==> config.mk <==
export PLATFORM = sky130hd
export DESIGN_NAME = pipe_hazard_ctrl
export DESIGN_NICKNAME = d
export VERILOG_FILES = /design/src/rtl/pipe_hazard_ctrl.sv
export SDC_FILE = /design/constraint.sdc
export NUM_CORES = 1
export LEC_CHECK = 0
export CAP_MARGIN = 20
export CORE_MARGIN = 10
export CORE_UTILIZATION = 39
export CTS_CLUSTER_DIAMETER = 80
export DETAILED_ROUTE_END_ITERATION = 6
export GPL_TIMING_DRIVEN = 0
export PLACE_DENSITY = 0.85
export SYNTH_ARGS = -nofsm -noshare
export SYNTH_HDL_FRONTEND = slang
export SYNTH_SLANG_ARGS = --single-unit
==> constraint.sdc <==
create_clock -name clk -period 2 [get_ports clk]
set_input_delay 0.5 -clock clk [delete_from_list [all_inputs] [get_ports clk]]
set_output_delay 0.5 -clock clk [all_outputs]
set_load 0.005 [all_outputs]
==> src/rtl/pipe_hazard_ctrl.sv <==
// Stall/flush sequencer for the 5-stage pipeline: load-use, taken branch, multi-cycle multiply, DM wait.
// Optional performance counters are enabled with `define PIPE_HAZARD_CTRL_PERF_EN.
module pipe_hazard_ctrl #(
    parameter int REG_ADDR_W = 5,
    parameter int MUL_LAT    = 3,
    parameter int CNT_W      = 4
) (
    input  logic                  clk,
    input  logic                  rst,
    input  logic [REG_ADDR_W-1:0] id_rs1_addr,
    input  logic [REG_ADDR_W-1:0] id_rs2_addr,
    input  logic                  id_rs1_used,
    input  logic                  id_rs2_used,
    input  logic                  id_mul_start,
    input  logic                  exe_DM_read,
    input  logic [REG_ADDR_W-1:0] exe_wr_addr,
    input  logic                  exe_branch_taken,
    input  logic                  dm_req,
    input  logic                  dm_ready,
    output logic                  pc_we,
    output logic                  if_id_stall,
    output logic                  if_id_flush,
    output logic                  id_exe_stall,
    output logic                  id_exe_flush,
    output logic                  exe_mem_stall,
    output logic                  exe_mem_flush,
    output logic                  mul_busy
`ifdef PIPE_HAZARD_CTRL_PERF_EN
    ,
    output logic [31:0]           perf_stall_cyc,
    output logic [31:0]           perf_flush_cnt
`endif
);

    typedef enum logic [1:0] {RUN, MUL_BUSY, MEM_WAIT} state_t;

    localparam bit             MUL_MULTI = (MUL_LAT > 1);
    localparam logic [CNT_W-1:0] MUL_LOAD = CNT_W'(MUL_LAT - 1);
    localparam logic [CNT_W-1:0] CNT_ONE  = CNT_W'(1);

    state_t           state_reg, state_next;
    logic [CNT_W-1:0] cnt_reg, cnt_next;
    logic             lu_hit;
    logic             mem_hold;
    // Bit 0 = IF/ID, bit 1 = ID/EXE, bit 2 = EXE/MEM
    logic [2:0]       stall_raw, flush_raw, stall_out;

    assign mem_hold = dm_req && !dm_ready;
    assign lu_hit   = exe_DM_read && (exe_wr_addr != '0) &&
                      ((id_rs1_used && (id_rs1_addr == exe_wr_addr)) ||
                       (id_rs2_used && (id_rs2_addr == exe_wr_addr)));

    always_ff @(posedge clk) begin
        state_reg <= state_next;
        cnt_reg   <= cnt_next;
    end

    always_comb begin
        state_next = state_reg;
        cnt_next   = cnt_reg;
        pc_we      = 1'b0;
        stall_raw  = 3'b000;
        flush_raw  = 3'b000;
        mul_busy   = 1'b0;
        if (rst) begin
            state_next = RUN;
            cnt_next   = '0;
        end else begin
            case (state_reg)
                RUN: begin
                    pc_we = 1'b1;
                    if (mem_hold) begin
                        pc_we      = 1'b0;
                        stall_raw  = 3'b111;
                        state_next = MEM_WAIT;
                    end else if (exe_branch_taken) begin
                        flush_raw = 3'b011;
                    end else if (lu_hit) begin
                        pc_we        = 1'b0;
                        stall_raw[0] = 1'b1;
                        flush_raw[1] = 1'b1;
                    end else if (id_mul_start && MUL_MULTI) begin
                        cnt_next   = MUL_LOAD;
                        state_next = MUL_BUSY;
                    end
                end
                MUL_BUSY: begin
                    mul_busy  = 1'b1;
                    stall_raw = 3'b011;
                    // A pending DM access keeps the MEM instruction in place instead of bubbling it
                    if (mem_hold) stall_raw[2] = 1'b1;
                    else          flush_raw[2] = 1'b1;
                    cnt_next = (cnt_reg != '0) ? cnt_reg - CNT_ONE : '0;
                    if (cnt_reg <= CNT_ONE)
                        state_next = mem_hold ? MEM_WAIT : RUN;
                end
                MEM_WAIT: begin
                    if (!dm_ready) begin
                        stall_raw = 3'b111;
                    end else begin
                        pc_we      = 1'b1;
                        state_next = RUN;
                    end
                end
                default: state_next = RUN;
            endcase
        end
    end

    // Flush overrides stall on each pipeline register
    generate
        for (genvar gi = 0; gi < 3; gi++) begin : g_arb
            assign stall_out[gi] = stall_raw[gi] & ~flush_raw[gi];
        end
    endgenerate

    assign if_id_stall   = stall_out[0];
    assign id_exe_stall  = stall_out[1];
    assign exe_mem_stall = stall_out[2];
    assign if_id_flush   = flush_raw[0];
    assign id_exe_flush  = flush_raw[1];
    assign exe_mem_flush = flush_raw[2];

`ifdef PIPE_HAZARD_CTRL_PERF_EN
    logic [31:0] perf_stall_reg, perf_flush_reg;

    always_ff @(posedge clk) begin
        if (rst) begin
            perf_stall_reg <= '0;
            perf_flush_reg <= '0;
        end else begin
            if (!pc_we && (perf_stall_reg != 32'hFFFF_FFFF))
                perf_stall_reg <= perf_stall_reg + 32'd1;
            if (if_id_flush && (perf_flush_reg != 32'hFFFF_FFFF))
                perf_flush_reg <= perf_flush_reg + 32'd1;
        end
    end

    assign perf_stall_cyc = perf_stall_reg;
    assign perf_flush_cnt = perf_flush_reg;
`endif

endmodule

==> flow_results.org <==
** Status
- The flow ran to the end, but the final reports show violations.
- Failing checks :: setup timing

** Clock tree
- Worst-Skew Late Latency :: 260 ps
- Hold repair after CTS inserted 0 buffers.
- Clock transition at the registers of the reported paths :: 40 ps
- Buffer depth of the longest clock path :: 2
- Counting the buffers created by CTS gives 3.
- H-tree levels :: 1
- CTS placed an instance of sky130_fd_sc_hd__clkbuf_4 at the clock tree root.
- CTS tree :: built
- Clock sink count :: 6

** Floorplanning
- Standard cell core area :: 0.001524 mm^2
- Chip width :: 60.57 um
- The initial utilization of the core area, before any placement, comes to 0.4212.
- I/O pin total :: 32
- Height of the die :: roughly 61 um
- Area of the die :: around 0.0037 mm^2
- The initialized floorplan defines 14 standard-cell rows.

** Yosys
- Number of synthesized flops with an enable pin :: 0
- Sequential share of the synthesized area :: 0.1871
- Counting every instance in the synthesized netlist gives 86.
- Synthesis produced a netlist with a net count of between 100 and 150.
- The synthesized netlist contains 34 unique library cells.
- Dividing the synthesized area by the synthesized cell count gives 7.464 um^2.
- In this run the cell area of the synthesized design comes to approximately 640 um^2.
- Most used flip-flop cell after synthesis :: sky130_fd_sc_hd__dfxtp_1
- Total number of yosys warnings :: 0
- Counting flops with an async set or reset pin after synthesis yields a share of 0.
- Synthesis inferred 6 register bits.

** Final layout
- Final nets :: between 150 and 200
- The repair_antennas step left the layout with diodes totalling 0.
- Area Growth Syn to Fin :: 80.31%
- Of the cells placed in the final design, the portion with a size suffix greater than 1 is 0.3433.
- Leaving out fill and tap cells, the most frequent cells in the layout are sky130_fd_sc_hd__buf_4 (14), sky130_fd_sc_hd__dlygate4sd2_1 (11), sky130_fd_sc_hd__xnor2_1 (10).
- Flip-flop count of the largest register after layout :: 4
- The library cell used most frequently in the layout, excluding fill and tap cells, is sky130_fd_sc_hd__buf_4.

** STA
- Max Fclk :: between 0.4 and 0.5 GHz
- Measured against its own limit, the worst slew margin works out to 0.7188.
- Final worst-path cycle share :: 1.127
- For the pin with the worst max-slew slack, the measured transition is 418.6 ps.
- Final hold violation count :: 0
- Final Critical Period :: 2254 ps
- The clock arrives with between 10 and 15 ps of skew.
- Pins over their slew limit :: 0
- Final TNS setup :: -679.0 ps
- Final worst slack :: -254.3 ps
- # setup viols final :: 5
- On the final layout, the worst hold slack is ~480 ps.
- Unrepaired setup endpoints after global routing :: yes

** Critical path
- At the worst endpoint, the arrival time is 1750 ps.
- Critical path endpoint category :: output port
- The critical path is of the in -> out type.
- The worst setup path is launched from a primary input.
- Max FO, Critical Path :: 3
- CP required :: 1500 ps
- Across all register-to-register paths, the minimum setup slack is about 460 ps.

** Run
- Number of max-capacitance violations reported :: 0

** Drt
- Via/cell ratio :: around 5.9
- The routed layout has 890 vias.
- Drt pass-1 iters :: 4
- For this run, design rule violations remaining after detail routing come to 0.
- Routed length per instance :: roughly 17 um
- Routed wire length :: roughly 2.6 mm
- The detailed router finished its first iteration with 20 violations.
- The detail route stage leaves a number of antenna-violating nets equal to 0.

** Place
- Total half-perimeter wirelength after legalization and detailed placement :: 1.780 mm
- Final weighted congestion in routability-driven placement :: around 0.78
- Number of I/O port buffers :: 31

** Hold path
- Worst hold path class :: reg -> reg

** Global routing
- After global routing the overflow that remains totals 0.
- In the global route stage, overall resource usage came out at 0.1471.
- Global-route wire length before repair :: 4.195 mm
- Antenna violations before repair :: 0
- Entering global routing, the biggest net connects 11 pins.
- The via count of the first global-routing pass came to approximately 960.

** Power and ir drop
- The analysis attributes to cell leakage a power of ~0.47 nW.
- IR analysis of the VDD net gives a maximum drop of 0.0002210 V.
- Total power divided by cell area :: approximately 400 mW/mm^2
[cell type report]
class                      instances  area (um^2)
clock buffer                       3        22.52
multi-input combinational         72        564.3
fill                             115        366.6
tap                               16        20.02
inverter                           5        18.77
timing repair buffer              45        379.1
sequential                         6        120.1
buffer                             3        32.53
[timing repair]
item / CTS / global route
buffers inserted: 13 / 1
resized for setup: 73 / 13
gates cloned: 0 / 0
setup endpoints to repair: 8 / 12
pin swaps: 21 / 18
[final timing paths]
| kind | start | end | cells after the start |
|---|---|---|---|
| worst max-delay path | exe_wr_addr[2] | pc_we | 7 |
| worst min register to register | cnt_reg[1] | cnt_reg[1] | 2 |
| worst min-delay path | cnt_reg[1] | cnt_reg[1] | 2 |
| worst max register to register | state_reg[1] | cnt_reg[2] | 4 |
[Yosys cell counts (3+ instances only)]
| library cell | instances | area [um^2] |
|---|---|---|
| sky130_fd_sc_hd__nor2b_1 | 3 | 18.77 |
| sky130_fd_sc_hd__nand2_1 | 5 | 18.77 |
| sky130_fd_sc_hd__xnor2_1 | 10 | 87.58 |
| sky130_fd_sc_hd__o21ai_1 | 4 | 20.02 |
| sky130_fd_sc_hd__inv_1 | 5 | 18.77 |
| sky130_fd_sc_hd__o21ai_0 | 4 | 20.02 |
| sky130_fd_sc_hd__a21oi_1 | 5 | 25.02 |
| sky130_fd_sc_hd__nor3_1 | 5 | 25.02 |
| sky130_fd_sc_hd__nor2_1 | 4 | 15.01 |
| sky130_fd_sc_hd__a211oi_1 | 3 | 22.52 |
| sky130_fd_sc_hd__a31oi_1 | 3 | 18.77 |
| sky130_fd_sc_hd__nand2b_1 | 3 | 18.77 |
| sky130_fd_sc_hd__dfxtp_1 | 6 | 120.1 |
[critical path: stages]
cell and delay, ps:
sky130_fd_sc_hd__buf_8 100, sky130_fd_sc_hd__or4_4 540, sky130_fd_sc_hd__buf_6 140, sky130_fd_sc_hd__o21ai_4 120, sky130_fd_sc_hd__nor3_2 50, sky130_fd_sc_hd__a21oi_1 160, sky130_fd_sc_hd__buf_2 140
[metal layers]
layer | up-vias | global-route usage | wire length (um)
met5 | - | 0 | 0
met4 | 0 | 0.09404 | 91
met3 | 13 | 0.05219 | 220
met2 | 47 | 0.2489 | 1290
met1 | 411 | 0.1502 | 1019
li1 | 419 | - | -
[power breakdown]
group	total, mW	internal [mW]	switching (mW)	leakage, nW
Clock	0.119	0.0683	0.0505	0.0138
Combinational	0.210	0.111	0.0984	0.410
Sequential	0.133	0.126	0.00673	0.0489
[per-stage QoR]
stage          area, um^2  total power, mW  utilization  cells  setup WS, ps
2_1_floorplan       641.9           0.2182            -     86         18.17
3_3_place_gp        972.2           0.3071       0.6379    133        -957.0
3_5_place_dp        972.2           0.3126       0.6379    133        -993.1
4_1_cts              1124           0.4455       0.7373    149        -247.5
5_1_grt              1157           0.4895       0.7594    150        -294.8
6_report             1157           0.4609       0.7594    150        -254.3
[kinds of logic after synthesis]
group	synth area share
xor+xnor	0.1364
simple gates	0.2631
compound gates	0.3626
flops	0.1871
buf+inv	0.05068
(Power assumes the default switching activity.)
